## src/rtl/bcd_hex_counter.sv

```systemverilog
// Six-digit BCD up/down counter with prescaler, synchronized key load and registered 7-seg/LED outputs.
// Define BCD_BLANK_LEADING_ZERO_EN to blank leading-zero digits on HEX1..HEX5.
module bcd_hex_counter #(
  parameter int TICK_DIV = 50000000
) (
  input  logic        CLOCK_50,
  input  logic        Resetn,
  input  logic        load_n,
  input  logic [9:0]  SW,
  output logic [23:0] count,
  output logic        wrap,
  output logic [6:0]  HEX0,
  output logic [6:0]  HEX1,
  output logic [6:0]  HEX2,
  output logic [6:0]  HEX3,
  output logic [6:0]  HEX4,
  output logic [6:0]  HEX5,
  output logic [9:0]  LEDR
);
  localparam int PW = $clog2(TICK_DIV);
  localparam logic [PW-1:0] TICK_LAST = PW'(TICK_DIV - 1);
`ifdef BCD_BLANK_LEADING_ZERO_EN
  localparam logic [6:0] HEX_HI_RST = 7'h7F;
`else
  localparam logic [6:0] HEX_HI_RST = 7'h40;
`endif

  function automatic logic [3:0] clamp9(input logic [3:0] n);
    return (n > 4'd9) ? 4'd9 : n;
  endfunction

  function automatic logic [6:0] seg7(input logic [3:0] d);
    logic [6:0] s;
    case (d)
      4'd0:    s = 7'h40;
      4'd1:    s = 7'h79;
      4'd2:    s = 7'h24;
      4'd3:    s = 7'h30;
      4'd4:    s = 7'h19;
      4'd5:    s = 7'h12;
      4'd6:    s = 7'h02;
      4'd7:    s = 7'h78;
      4'd8:    s = 7'h00;
      4'd9:    s = 7'h10;
      default: s = 7'h7F;
    endcase
    return s;
  endfunction

  logic          sync1_q, sync2_q, sync3_q, load_q;
  logic [PW-1:0] presc_q, presc_d;
  logic [23:0]   count_q, count_d;
  logic          wrap_q, wrap_d;
  logic [6:0]    hex_q [6];
  logic [6:0]    hex_d [6];
  logic [9:0]    ledr_q;
  logic          led8_d;
  logic          run, up, tick;
  logic          carry;
  logic [3:0]    dig;
  logic [3:0]    dig_h;
`ifdef BCD_BLANK_LEADING_ZERO_EN
  logic          nz;
`endif

  assign run  = SW[9];
  assign up   = SW[8];
  assign tick = run && (presc_q == TICK_LAST);

  // A load restarts the step period so the first tick lands a full period later.
  always_comb begin
    presc_d = presc_q;
    if (load_q || tick) presc_d = '0;
    else if (run)       presc_d = presc_q + PW'(1);
  end

  // Ripple carry/borrow: a digit only changes while everything below it rolled over.
  always_comb begin
    count_d = count_q;
    wrap_d  = 1'b0;
    carry   = 1'b1;
    dig     = 4'd0;
    if (load_q) begin
      count_d = {16'h0000, clamp9(SW[7:4]), clamp9(SW[3:0])};
    end else if (tick) begin
      for (int k = 0; k < 6; k++) begin
        dig = count_q[4*k +: 4];
        if (carry) begin
          if (up) begin
            if (dig == 4'd9) dig = 4'd0;
            else begin dig = dig + 4'd1; carry = 1'b0; end
          end else begin
            if (dig == 4'd0) dig = 4'd9;
            else begin dig = dig - 4'd1; carry = 1'b0; end
          end
        end
        count_d[4*k +: 4] = dig;
      end
      wrap_d = carry;
    end
  end

  always_comb begin
    dig_h = 4'd0;
`ifdef BCD_BLANK_LEADING_ZERO_EN
    nz = 1'b0;
    for (int k = 5; k >= 0; k--) begin
      dig_h    = count_q[4*k +: 4];
      nz       = nz | (dig_h != 4'd0);
      hex_d[k] = (k != 0 && !nz) ? 7'h7F : seg7(dig_h);
    end
`else
    for (int k = 0; k < 6; k++) begin
      dig_h    = count_q[4*k +: 4];
      hex_d[k] = seg7(dig_h);
    end
`endif
  end

  assign led8_d = wrap_q | (ledr_q[8] & ~load_q);

  always_ff @(posedge CLOCK_50 or negedge Resetn) begin
    if (!Resetn) begin
      sync1_q  <= 1'b1;
      sync2_q  <= 1'b1;
      sync3_q  <= 1'b1;
      load_q   <= 1'b0;
      presc_q  <= '0;
      count_q  <= '0;
      wrap_q   <= 1'b0;
      ledr_q   <= '0;
      hex_q[0] <= 7'h40;
      for (int k = 1; k < 6; k++) hex_q[k] <= HEX_HI_RST;
    end else begin
      sync1_q <= load_n;
      sync2_q <= sync1_q;
      sync3_q <= sync2_q;
      load_q  <= sync3_q & ~sync2_q;
      presc_q <= presc_d;
      count_q <= count_d;
      wrap_q  <= wrap_d;
      ledr_q  <= {run, led8_d, count_q[7:0]};
      for (int k = 0; k < 6; k++) hex_q[k] <= hex_d[k];
    end
  end

  assign count = count_q;
  assign wrap  = wrap_q;
  assign HEX0  = hex_q[0];
  assign HEX1  = hex_q[1];
  assign HEX2  = hex_q[2];
  assign HEX3  = hex_q[3];
  assign HEX4  = hex_q[4];
  assign HEX5  = hex_q[5];
  assign LEDR  = ledr_q;

endmodule

```

## config.mk

```make
export PLATFORM = sky130hd
export DESIGN_NAME = bcd_hex_counter
export DESIGN_NICKNAME = d
export VERILOG_FILES = /design/src/rtl/bcd_hex_counter.sv
export SDC_FILE = /design/constraint.sdc
export NUM_CORES = 1
export LEC_CHECK = 0
export ABC_AREA = 1
export BUFFER_PORTS_ARGS = -buffer_cell sky130_fd_sc_hd__buf_2
export CORE_MARGIN = 1.5
export CORE_UTILIZATION = 52
export CTS_CLUSTER_SIZE = 24
export DETAILED_ROUTE_END_ITERATION = 6
export GPL_TIMING_DRIVEN = 0
export PLACE_DENSITY = 0.77
export SLEW_MARGIN = 40
export SYNTH_ARGS = -nofsm -noshare
export SYNTH_HDL_FRONTEND = slang
export SYNTH_SLANG_ARGS = --single-unit
```

## constraint.sdc

```tcl
create_clock -name CLOCK_50 -period 1.6 [get_ports CLOCK_50]
set_input_delay 0.08 -clock CLOCK_50 [delete_from_list [all_inputs] [get_ports CLOCK_50]]
set_output_delay 0.08 -clock CLOCK_50 [all_outputs]
set_load 0.01 [all_outputs]
```

# After elaboration in Yosys (flattened, before gate mapping)
# Memories as Yosys holds them, arrays and structs flattened. A register that Yosys moved wholly into a read port is not among the register bits.
# Cells that the tools add are included.
word_totals:
  regBits: 65
  rom_bits: 672
  in_bits: 13
  output_inout_bits: 77
  wordCells: 136
  memories: 6
mem_list:
  columns: ["name", "words", "word_bits", "rd", "rd_clocked_by_memory_dff", "write_ports", "line", "text"]
  rows:
  - ["(no name shown)", 16, 7, 1, 1, 0, "34", "case (d)"]
  - ["(no name shown)", 16, 7, 1, 1, 0, "34", null]
  - ["(no name shown)", 16, 7, 1, 1, 0, "34", null]
  - ["(no name shown)", 16, 7, 1, 1, 0, "34", null]
  - ["(no name shown)", 16, 7, 1, 1, 0, "34", null]
  - ["(no name shown)", 16, 7, 1, 1, 0, "34", null]
op_classes:
  addsub: 13
  order_cmp: 2
  n_eq_ne: 7
  muxes: 64
  bitwise_logic: 5
  n_reduce_logical: 26
ops:
  columns: ["cell", "n"]
  rows:
  - ["2-to-1 mux 4 bit", 25]
  - ["2-to-1 mux 26 bit", 2]
  - ["2-to-1 mux 24 bit", 2]
  - ["2-to-1 mux 1 bit", 35]
  - ["adder 26 x 1 -> 26 bit (second input constant)", 1]
  - ["== test 26 bit (second input constant)", 1]
  - ["adder 4 x 1 -> 4 bit (second input constant)", 6]
  - ["== test 4 bit (second input constant)", 6]
  - ["zero test 4 bit", 6]
  - ["subtractor 4 x 1 -> 4 bit (second input constant)", 6]
  - ["nonzero test 2 bit", 7]
  - ["AND reduction 2 bit", 5]
  - ["greater-than comparator 4 bit (second input constant)", 2]
  - ["zero test 1 bit", 6]
  - ["bitwise AND 1 bit", 2]
  - ["NOT 1 bit", 2]
  - ["logical AND 1 bit", 1]
  - ["logical OR 1 bit", 1]
  - ["OR 1 bit", 1]

# Longest topological paths before layout
# Gate-level depths: netlist (run 1).
logic_depth:
  ltp_word: 20
  mapped_depth: 11
  mapped_depth_nobuf: 11

# Worst setup path before layout (run 1)
# Ideal clock, no wire load.
synth_timing:
  path_type: "register to register"
  start: "reg count_q[12], in the netlist count[12]"
  end: "reg count_q[21], in the netlist count[21]"
  setup_time_ns: 0.118
  t_arrival_ns: 1.538
  required_time_ns: 1.482
  path_slack_ns: -0.056
  path_stages_with_launch: 10
  n_path_buf: 0
  period_less_slack_ns: 1.656
  cell_sequence: "dfrtp_1 -> inv_1 -> ha_1 -> nand2_2 -> nand2_1 -> nand2_1 -> nor2_2 -> nand4_2 -> nand3_1 -> nand2_1"
synth_between:
  elab_chain_len: 11
  elab_cells_between_ends: 13
  classes_between: "eq/ne (1); mux (9); reduce/logical (3)"
synth_rtl:
  columns: ["item", "line", "text"]
  rows:
  - ["from (decl)", "52", "logic [23:0] count_q, count_d;"]
  - ["from (signal assigned)", "140", "count_q <= count_d;"]
  - ["== test 4 bit / zero test 4 bit (equally long branches)", "90, 93", null]
  - ["2-to-1 mux 1 bit (on tied branches)", "90, 93", null]
  - ["2-to-1 mux 1 bit (*)", "89", "if (up) begin"]
  - ["2-to-1 mux 1 bit (*)", "88", "if (carry) begin"]
  - ["2-to-1 mux 1 bit (*)", "85", "end else if (tick) begin"]
  - ["2-to-1 mux 1 bit (*)", "83", "if (load_q) begin"]
  - ["2-to-1 mux 1 bit (*)", "88", null]
  - ["2-to-1 mux 1 bit (*)", "85", null]
  - ["2-to-1 mux 1 bit (*)", "83", null]
  - ["nonzero test 2 bit (no source line) (*)", null, null]
  - ["AND reduction 2 bit (no source line) (*)", null, null]
# Every way passes the cells marked *; elsewhere a longest branch is shown, timed or not. The select of a mux whose other input is x is not followed.
# A chain may end at the register's enable or synchronous reset.

# Final worst setup path (run 1)
layout_timing:
  start: "reg count_q[8], in the netlist count[8]"
  end: "reg count_q[22], in the netlist count[22]"
layout_between:
  elab_chain_len: 14
  elab_cells_between_ends: 16
  classes_between: "eq/ne (1); mux (12); reduce/logical (3)"
layout_rtl:
  columns: ["item", "line"]
  rows:
  - ["== test 4 bit / zero test 4 bit (equally long branches)", "90, 93"]
  - ["2-to-1 mux 1 bit (on tied branches)", "90, 93"]
  - ["2-to-1 mux 1 bit (*)", "89"]
  - ["2-to-1 mux 1 bit (*)", "88"]
  - ["2-to-1 mux 1 bit (*)", "85"]
  - ["2-to-1 mux 1 bit (*)", "83"]
  - ["2-to-1 mux 1 bit (*)", "88"]
  - ["2-to-1 mux 1 bit (*)", "85"]
  - ["2-to-1 mux 1 bit (*)", "83"]
  - ["2-to-1 mux 1 bit (*)", "88"]
  - ["2-to-1 mux 1 bit (*)", "85"]
  - ["2-to-1 mux 1 bit (*)", "83"]
  - ["nonzero test 2 bit (no source line) (*)", null]
  - ["AND reduction 2 bit (no source line) (*)", null]
# Marks and branches as above.

==> results.yml, run 1 <==
timing:
  rsz0062_at_grt: "yes"
  fin_skew_ns: 0.00987
  hold_violations: 0
  holdWs_ns: 0.0758
  finalMaxSlewViolations: 0
  finalSetupTns_ns: -1.09
  slew_headroom_pct: 54.4
  post-route-period-util_pct: 106
  setup-violations-final: 23
  max_freq_mhz: 587
  setup_ws_ns: -0.103
  worst_pin_slew_ns: 0.683
  fin_crit_ns: 1.70
detailed_routing:
  wl_per_cell_um: 16.2
  drtIter0Drc: 398
  top_layer: "met4"
  routed-wl-met3_mm: 1.25
  routed-wl-met2_mm: 8.66
  wl_mm: 17.3
  vias_per_cell: 5.67
  wl_met1_mm: 6.80
  drc: 0
  drt_first_pass_iters: 5
  ant_nets: 0
  num_vias: 6035
final_layout:
  nNetsFinal: 963
  syn2layout_area_growth_pct: 37.6
  finalCoreUtilization_pct: 74.6
  final-seq-area_mm2: 0.00271
  drive_above_1_share_pct: 38.7
  num-fill-cells: 722
  diodes: 0
  fin_area_mm2: 0.00823
  multi_input_area_mm2: 0.00345
setup_path:
  critical_path_class: "flip-flop to flip-flop"
  startpoint_type: "flip-flop"
  critPathMaxFanout: 7
  cp.required_ns: 1.90
  cp_cell_sequence: "buf_6, ha_4, nand3_2, nand2_2, nand2_4, nor2_4, inv_2, nor2_4, nand4_1, nand2_1"
  crit_start: "count[8]"
  crit_buf_inv: 2
  cp_slowest_cell: "dfrtp_2"
  crit_top_cell: "nor2_4"
  cp.arrival_ns: 2.00
  path_delay_family: "simple AND/OR/NAND/NOR gates"
  max_stage_delay_ns: 0.42
  end_kind: "flip-flop"
  r2r-start: "count[8]"
status:
  status: "complete, but fails checks"
  violations: "negative setup slack"
synth:
  yosys.area_share.simple_pct: 26.4
  synth_top_family_by_area: "simple AND/OR/NAND/NOR gates"
  ys_ff_latch: 107
  synth-edff-count: 0
  yosysWarnings: 0
  synth_fa_ha_area_share_pct: 6.49
  synth_top_flop_cell: "dfrtp_1"
  synth_xor_area_share_pct: 1.90
  synthMuxAreaShare_pct: 0.377
  synth_area_leaders: "dfrtp_1 (41%), nand2_1 (9.9%), ha_1 (6.5%)"
  synth-async-reset-ratio_pct: 100
  syn-instance-count: 751
  synth_top_cell_area_share_pct: 41.0
  synth-compound-area-share_pct: 12.1
  syn_nets: 795
  synth-seq-area-share_pct: 45.0
  synth_cell_types: 40
  avgSynthCellArea_um2: 7.96
  synth_top_cell_by_area: "dfrtp_1"
  synth_common_cells: "nand2_1 (158), dfrtp_1 (98), inv_1 (82)"
  syn_area_mm2: 0.00598
  synth.most_common_cell: "nand2_1"
die:
  fp.dieArea_mm2: 0.0122
  die_height_um: 110
  start_util_pct: 54.2
  io_pins: 90
  core-area_mm2: 0.0110
  rows: 38
  fp.dieW_um: 110
clock_tree:
  cts_sinks: 107
  clk_pin_slew_ns: 0.07
  cts_root_buffer: "clkbuf_16"
  cts_buffer_depth: 2
  cts-htree-levels: 3
  insertion_delay_ns: 0.36
  cts_tree: "done"
  cts_made_buffers: 9
placement:
  place_hpwl_mm: 10.4
  gp_congestion: 0.936
  dpl_cell_area_mm2: 0.00665
  portBuffers: 88
  post-place-ws_ns: -0.353
run:
  cap_violations: 0
power_and_ir_drop:
  power.density_mw_per_mm2: 953
  leakage_nw: 4.15
  ir_drop_v: 0.000853
grt:
  grt_max_degree: 74
  track_usage_pct: 27.4
  grt-ovfl-total: 0
  grt_pass1_wl_mm: 26.0
  grt_pass1_vias: 5548
  antenna_found_initial: 0
worst_hold_path:
  hp-start: "SW[1]"
  min_path_type: "primary input to flip-flop"
-- sequential cells by signal (all words and copies together) (netlist names), 7 cells and up --
register,flops
HEX2,7
HEX3,7
HEX1,7
LEDR,10
presc_q,26
HEX4,7
count,24
HEX0,7
HEX5,7
-- worst reg2reg max path: stages, from the launching register on --
cell,delay [ns]
dfrtp_2,0.42
buf_6,0.13
ha_4,0.13
nand3_2,0.12
nand2_2,0.12
nand2_4,0.09
nor2_4,0.11
inv_2,0.05
nor2_4,0.25
nand4_1,0.15
nand2_1,0.09
-- layout by cell type, fill, tap and decap left out, types with 5 or more instances in the layout --
cell,netlist,final
nand2_1,158,131
buf_2,6,91
dfrtp_1,98,83
inv_1,82,67
buf_4,4,60
nor2_1,69,52
o21ai_0,70,49
nand3_1,74,49
a21oi_1,30,27
nand2_2,5,23
nand3_2,1,21
nor2_4,3,20
o21ai_1,8,18
nand4_1,18,18
ha_1,31,18
dfrtp_2,0,15
nor2_2,12,12
inv_2,7,11
o21ai_2,1,11
inv_4,0,11
buf_6,3,10
ha_4,0,10
clkbuf_16,0,10
dfstp_2,9,9
o211ai_1,9,9
nand2_4,0,9
xor2_1,8,8
nand3_4,0,5
nor3_1,6,5
xnor2_1,5,5
o22ai_1,6,5
-- logic make-up after synthesis --
group | Yosys count
adders and majority gates | 31
xor gates and xnor gates | 13
DFF | 107
and+or+nand+nor | 354
buffers and inverters | 111
AOI/OAI and AO/OA | 133
muxes | 2
-- final timing paths --
path | to | slack [ns] | depth (start not counted)
max | count[22] | -0.10 | 10
min | count[1] | 0.08 | 5
max reg2reg | count[22] | -0.10 | 10
min reg2reg | sync2_q | 0.36 | 0
max in group asynchronous | HEX2[6] | 0.75 | 3
min in group asynchronous | LEDR[6] | 0.17 | 2
-- stage by stage --
stage	power, mW	std cells
after detailed placement	4.73	980
after global routing	8.23	1064
final	7.84	1064
after global placement	4.67	979
after CTS	7.53	1037
after floorplan	4.15	751
-- report_power, final --
group	total [mW]	internal, mW	switching [mW]	leakage (nW)
clock	2.51	1.50	1.01	0.166
sequential	3.20	3.02	0.174	1.39
combinational	2.14	0.919	1.22	2.59
-- metal layers --
layer  GRT usage, %  vias to the layer above
li1               -                     2815
met1           33.2                     2856
met5              0                        -
met3           5.17                       58
met4           13.1                        0
met2           47.0                      306
-- what timing repair did --
item / 4_1_cts / 5_1_grt
gates resized for setup: 88 / 130
setup buffers: 37 / 26
gates cloned: 1 / 2
hold buffers: 4 / 0
hold endpoints to repair: 102 / 0
setup endpoints to repair: 51 / 56
pin swaps: 22 / 31
-- layout make-up --
cell class	count	area share, %
Buffer	20	1.67
Timing Repair Buffer	158	12.7
Clock inverter	3	0.836
Clock buffer	13	3.28
Sequential cell	107	32.9
Tap cell	140	2.13
Inverter	90	4.50
Multi-Input combinational cell	533	42.0
Power figures use the tool's default switching activity.
==> inputs of run 2 (changes only) <==
ABC_AREA = 0   (was 1)
==> run 2 against run 1 <==
Net effect:
- the flow still finishes with violations (negative setup slack)
- clock power is 6% lower
- largest cell class unchanged
- non-clock buffer count is 9 lower
- first-iteration DRC count is 25% lower
- synthesized cell count is 15% lower
==> results.yml, run 2 <==
status:
  status: "complete, but fails checks"
  violations: "negative setup slack"
placement:
  placedCellCount: 869
  dpl_cell_area_mm2: 0.00672
  place_hpwl_mm: 10.3
  gp_congestion: 0.928
  portBuffers: 89
final_layout:
  syn2layout_area_growth_pct: 31.4
  largest_register_ffs: 26
  num-fill-cells: 811
  final_common_cell: "buf_2"
  fin_area_mm2: 0.00775
  finalNonFillerCells: 931
  most-common-layout-cells: "buf_2 (91), dfrtp_1 (88), nor2_1 (74)"
  drive_above_1_share_pct: 33.2
  diodes: 0
  regMostFlops: "presc_q"
  nNetsFinal: 830
synth:
  ys_ff_latch: 107
  synth_top_family_by_area: "simple AND/OR/NAND/NOR gates"
  synth-compound-area-share_pct: 16.4
  synth_xor_area_share_pct: 4.60
  syn_area_mm2: 0.00590
  synth_top_cell_by_area: "dfrtp_1"
  yosysWarnings: 0
  yosys.area_share.simple_pct: 21.6
  synth_common_cells: "dfrtp_1 (98), nor2_1 (74), nand2_1 (55)"
  synth.most_common_cell: "dfrtp_1"
  synth_area_leaders: "dfrtp_1 (42%), ha_1 (6.6%), nor2_1 (4.7%)"
  syn_nets: 683
  synth-edff-count: 0
  synth-async-reset-ratio_pct: 100
  syn-instance-count: 639
  synth_cell_types: 62
  synth_top_flop_cell: "dfrtp_1"
  synth_top_cell_area_share_pct: 41.6
  avgSynthCellArea_um2: 9.23
  synth_fa_ha_area_share_pct: 6.58
  synthMuxAreaShare_pct: 1.02
  synth-seq-area-share_pct: 45.6
setup_path:
  cp.required_ns: 1.82
  critPathMaxFanout: 6
  critical_path_class: "flip-flop to flip-flop"
  startpoint_type: "flip-flop"
  end_kind: "flip-flop"
  cp.arrival_ns: 2.50
grt:
  grt_pass1_wl_mm: 26.2
  antenna_found_initial: 0
  grt_busiest_layer: "met2"
  grt-ovfl-total: 0
  grt_util_met1_pct: 35.1
  grt_max_degree: 66
  track_usage_pct: 28.1
  grtUsageMet3_pct: 6.05
  grt_pass1_vias: 5344
  grt_use_met2_pct: 46.1
clock_tree:
  cts_sinks: 107
  insertion_delay_ns: 0.36
  cts_tree: "done"
  cts_root_buffer: "clkbuf_16"
  clk_pin_slew_ns: 0.07
  cts_buffer_depth: 2
  cts_made_buffers: 9
  cts-htree-levels: 3
timing:
  fin_skew_ns: 0.0103
  rsz0062_at_grt: "yes"
  hold_violations: 0
  post-route-period-util_pct: 143
  fin_crit_ns: 2.28
  max_freq_mhz: 438
  worst_pin_slew_ns: 0.703
  finalMaxSlewViolations: 0
  setup_ws_ns: -0.682
  setup-violations-final: 50
  slew_headroom_pct: 53.1
die:
  rows: 38
  fp.dieArea_mm2: 0.0120
  start_util_pct: 53.9
  io_pins: 90
  die_height_um: 110
  fp.dieW_um: 110
  core-area_mm2: 0.0109
detailed_routing:
  drt_first_pass_iters: 4
  drtIter0Drc: 298
  ant_nets: 0
  num_vias: 5561
  drc: 0
  vias_per_cell: 5.97
  wl_mm: 16.2
  wl_per_cell_um: 17.4
run:
  cap_violations: 0
power_and_ir_drop:
  power_mw: 7.57
  leakage_nw: 3.63
  ir_drop_v: 0.000926
  power.density_mw_per_mm2: 978
worst_hold_path:
  min_path_type: "primary input to flip-flop"
## run 2: what timing repair did
item / CTS / global route
resized for setup: 52 / 24
buffers inserted: 31 / 9
pin swaps: 28 / 17
endpoints found under the setup margin: 55 / 54
gates cloned: 1 / 0
endpoints found under the hold margin: 102 / 0
hold buffers: 5 / 0
## run 2: cell families (layout without fill, tap and decap cells)
group                      count (synthesis)  after routing
AOI/OAI and AO/OA                        154            154
xor gates and xnor gates                  31             31
adders and majority gates                 31             31
buffers and inverters                     61            213
DFF                                      107            107
muxes                                      6              6
and+or+nand+nor                          249            249
## run 2: final cells by class
class                      count  area (um2)  share of cell area [%]
buffer                        33         199                    2.57
clock buffer                  11         233                    3.00
clock inverter                 5        77.6                    1.00
inverter                      28         115                    1.49
multi-input combinational    471        3350                    43.2
sequential                   107        2700                    34.9
tap                          140         175                    2.26
timing repair buffer         136         896                    11.6
## run 2: power breakdown
group          total, mW  internal, mW  switching, mW
Combinational       2.03         0.831           1.20
Clock               2.35          1.37          0.985
Sequential          3.20          3.02          0.171
## run 2: layer usage
layer / vias up / wire length, um
met3: 51 / 1170
met5: - / 0
met2: 254 / 7950
met4: 0 / 467
met1: 2687 / 6580
li1: 2569 / -
## run 2: critical path: stages, from the launching register on
cell and delay, ns:
dfrtp_2 0.42, inv_2 0.08, ha_4 0.14, or4b_4 0.50, a221oi_4 0.28, and4_1 0.25
buf_6 0.15, buf_6 0.11, and4_1 0.18, nor3_2 0.04
## run 2: final timing paths
path | from | slack [ns] | to | depth (start not counted)
hold / removal | SW[1] | 0.03 | count[1] | 3
max in group asynchronous | Resetn | 0.72 | sync1_q | 3
setup reg to reg | count[5] | -0.68 | count[19] | 9
hold reg to reg | sync1_q | 0.36 | sync2_q | 0
setup / recovery | count[5] | -0.68 | count[19] | 9
min in group asynchronous | Resetn | 0.19 | count[7] | 2
## run 2: per-stage QoR
stage | hold WS (ns) | utilization, % | setup WS [ns] | setup TNS, ns
CTS | 0.00438 | 69.1 | -0.662 | -17.02
detailed placement | -0.0126 | 61.5 | -0.920 | -22.95
finish | 0.0281 | 70.8 | -0.682 | -19.10
global placement | 0.185 | 61.1 | -0.913 | -88.15
floorplan | -0.216 | - | -0.584 | -10.22
global route | 0.0353 | 70.8 | -0.745 | -23.40
==> inputs of run 3 (changes only) <==
BUFFER_PORTS_ARGS = not set   (was -buffer_cell sky130_fd_sc_hd__buf_2)
CORE_UTILIZATION = 55   (was 52)
CTS_BUF_LIST = sky130_fd_sc_hd__clkbuf_16   (was not set)
DONT_BUFFER_PORTS = 1   (was not set)
PLACE_DENSITY = not set   (was 0.77)
PLACE_DENSITY_LB_ADDON = 0.05   (was not set)
==> run 3 against run 2 <==
Net effect:
- the run ends with negative hold slack, negative setup slack left
- count of clock-buffer cells in the layout fell by 2
- largest power group unchanged
- global-route usage fell by 1.2 points
- critical endpoint is now count[18]
- utilization rose by 1.2 points
- critical path depth did not move
- non-clock buffer count fell by 87
- first-iteration DRC count rose by 9.7%
- clock skew fell by 0.0029 ns
- final cell count fell by 9.8%
- clock power fell by 14%
- sequential power rose by 8.1%
- largest cell class unchanged
- highest routed layer unchanged
- total power fell by 5.9%
==> results.yml, run 3 (synthesis results as in run 2) <==
detailed_routing:
  num_vias: 5098
  wl_per_cell_um: 18.6
  drtIter0Drc: 327
  ant_nets: 0
  wl_mm: 15.6
  vias_per_cell: 6.07
  drt_first_pass_iters: 5
  drc: 0
power_and_ir_drop:
  p_int_mw: 4.80
  power_mw: 7.12
  swShare_pct: 32.6
  p_seq_share_pct: 48.5
  power.density_mw_per_mm2: 954
  p_switching_mw: 2.32
  pwr-share-comb_pct: 23.1
  ir_drop_v: 0.000712
  clockPowerShare_pct: 28.3
  leakage_nw: 3.23
final_layout:
  final_common_cell: "dfrtp_1"
  diodes: 0
  largest_register_ffs: 26
  most-common-layout-cells: "dfrtp_1 (83), nor2_1 (56), nand2_1 (51)"
  regMostFlops: "presc_q"
  nNetsFinal: 743
  finalNonFillerCells: 840
  drive_above_1_share_pct: 28.0
  num-fill-cells: 770
  syn2layout_area_growth_pct: 26.6
setup_path:
  end_kind: "flip-flop"
  critPathMaxFanout: 8
  critical_path_class: "flip-flop to flip-flop"
  cp.required_ns: 1.87
  startpoint_type: "flip-flop"
  path_delay_family: "simple AND/OR/NAND/NOR gates"
  cp_slowest_cell: "dfrtp_2"
  max_stage_delay_ns: 0.49
  cp_cell_sequence: "inv_2, ha_4, or4b_4, a221oi_4, and4_1, buf_6, clkbuf_16, nand3_2, a21oi_1"
  crit_buf_inv: 3
  cp.arrival_ns: 2.62
worst_hold_path:
  min_path_type: "primary input to async pin"
clock_tree:
  cts_root_buffer: "clkbuf_16"
  cts_made_buffers: 9
  clk_pin_slew_ns: 0.07
  cts_tree: "done"
  insertion_delay_ns: 0.35
  cts_sinks: 107
  cts_hold_buf: 9
  cts-htree-levels: 3
  cts_buffer_depth: 2
timing:
  max_freq_mhz: 426
  setup_ws_ns: -0.750
  post-route-period-util_pct: 147
  fin_skew_ns: 0.00737
  hold_violations: 107
  finalMaxSlewViolations: 0
  slew_headroom_pct: 56.1
  worst_pin_slew_ns: 0.659
  fin_crit_ns: 2.35
  setup-violations-final: 55
  holdWs_ns: -0.575
  rsz0062_at_grt: "yes"
die:
  fp.dieW_um: 107
  fp.dieArea_mm2: 0.0114
  die_height_um: 107
  rows: 37
  core-area_mm2: 0.0104
  start_util_pct: 56.9
  io_pins: 90
status:
  violations: "negative hold slack, negative setup slack"
  status: "complete, but fails checks"
grt:
  grt-ovfl-total: 0
  grt_pass1_wl_mm: 24.3
  track_usage_pct: 26.8
  antenna_found_initial: 0
  grt_pass1_vias: 4927
  grt_max_degree: 108
placement:
  portBuffers: 0
  place_hpwl_mm: 9.75
  placedCellCount: 775
  post-place-ws_ns: -0.928
  gp_congestion: 0.903
run:
  cap_violations: 0
run 3: cell types whose count changed in the layout (fill, tap and decap cells not counted), moves of 4 or more:
| cell | delta |
|---|---|
| dfrtp_1 | -5 |
| nor2_4 | +10 |
| buf_4 | -12 |
| xor2_2 | +4 |
| clkbuf_1 | -6 |
| dlygate4sd3_1 | +4 |
| xor2_1 | -4 |
| dfrtp_2 | +5 |
| nor2_2 | +8 |
| nor2_1 | -18 |
| buf_2 | -85 |
| buf_1 | +5 |
run 3: path summary, 6_finish.rpt:
| kind | from | to | slack [ns] | cells after the start |
|---|---|---|---|---|
| hold reg to reg | sync1_q | sync2_q | 0.36 | 0 |
| setup reg to reg | count[4] | count[18] | -0.75 | 9 |
| min in group CLOCK_50 | SW[1] | count[0] | 0.01 | 2 |
| hold / removal | Resetn | count[4] | -0.58 | 0 |
| max in group asynchronous | Resetn | sync1_q | 1.96 | 0 |
| setup / recovery | count[4] | count[18] | -0.75 | 9 |
run 3: final cells by class:
| class | count | area (um2) | share of cell area, % |
|---|---|---|---|
| Multi-Input combinational cell | 471 | 3520 | 47.1 |
| Sequential cell | 107 | 2710 | 36.2 |
| Timing Repair Buffer | 51 | 495 | 6.63 |
| Clock buffer | 9 | 225 | 3.02 |
| Buffer | 31 | 199 | 2.66 |
| Tap cell | 136 | 170 | 2.28 |
| Inverter | 28 | 115 | 1.54 |
| Clock inverter | 7 | 37.5 | 0.503 |
run 3: timing repair:
action	CTS	global route
hold endpoints to repair	116	107
buffers inserted	24	16
pin swaps	20	31
gates cloned	0	3
setup endpoints to repair	61	64
gates resized for setup	37	96
run 3: metal layers:
| layer | GRT usage [%] | vias to the layer above | wire (um) | share of wire, % |
|---|---|---|---|---|
| met5 | 0 | - | 0 | 0 |
| li1 | - | 2384 | - | - |
| met1 | 35.8 | 2508 | 6750 | 43 |
| met4 | 9.24 | 0 | 267 | 1.7 |
| met2 | 43.8 | 180 | 7700 | 49 |
| met3 | 5.21 | 26 | 887 | 5.7 |
run 3: worst register-to-register path: stages, from the launching register on:
cell	delay [ns]
dfrtp_2	0.49
inv_2	0.10
ha_4	0.13
or4b_4	0.49
a221oi_4	0.28
and4_1	0.26
buf_6	0.15
clkbuf_16	0.16
nand3_2	0.06
a21oi_1	0.13
run 3: metrics by stage:
step | utilization (%) | hold WS (ns) | instance area (um2) | TNS [ns]
6_report | 72.0 | -0.575 | 7470 | -17.66
5_1_grt | 72.0 | -0.595 | 7470 | -22.34
4_1_cts | 66.4 | -0.583 | 6880 | -17.61
3_5_place_dp | 60.1 | -0.214 | 6230 | -23.06
3_3_place_gp | 60.1 | -0.213 | 6230 | -21.61
2_1_floorplan | - | -0.216 | 6060 | -10.22
run 3: power groups by stage:
stage	Combinational (mW)	Clock [mW]	Sequential [mW]
2_1_floorplan	0.936	0	3.40
3_3_place_gp	1.17	0	3.48
3_5_place_dp	1.19	0	3.49
4_1_cts	1.39	2.06	3.44
5_1_grt	1.80	2.16	3.49
6_report	1.65	2.02	3.46
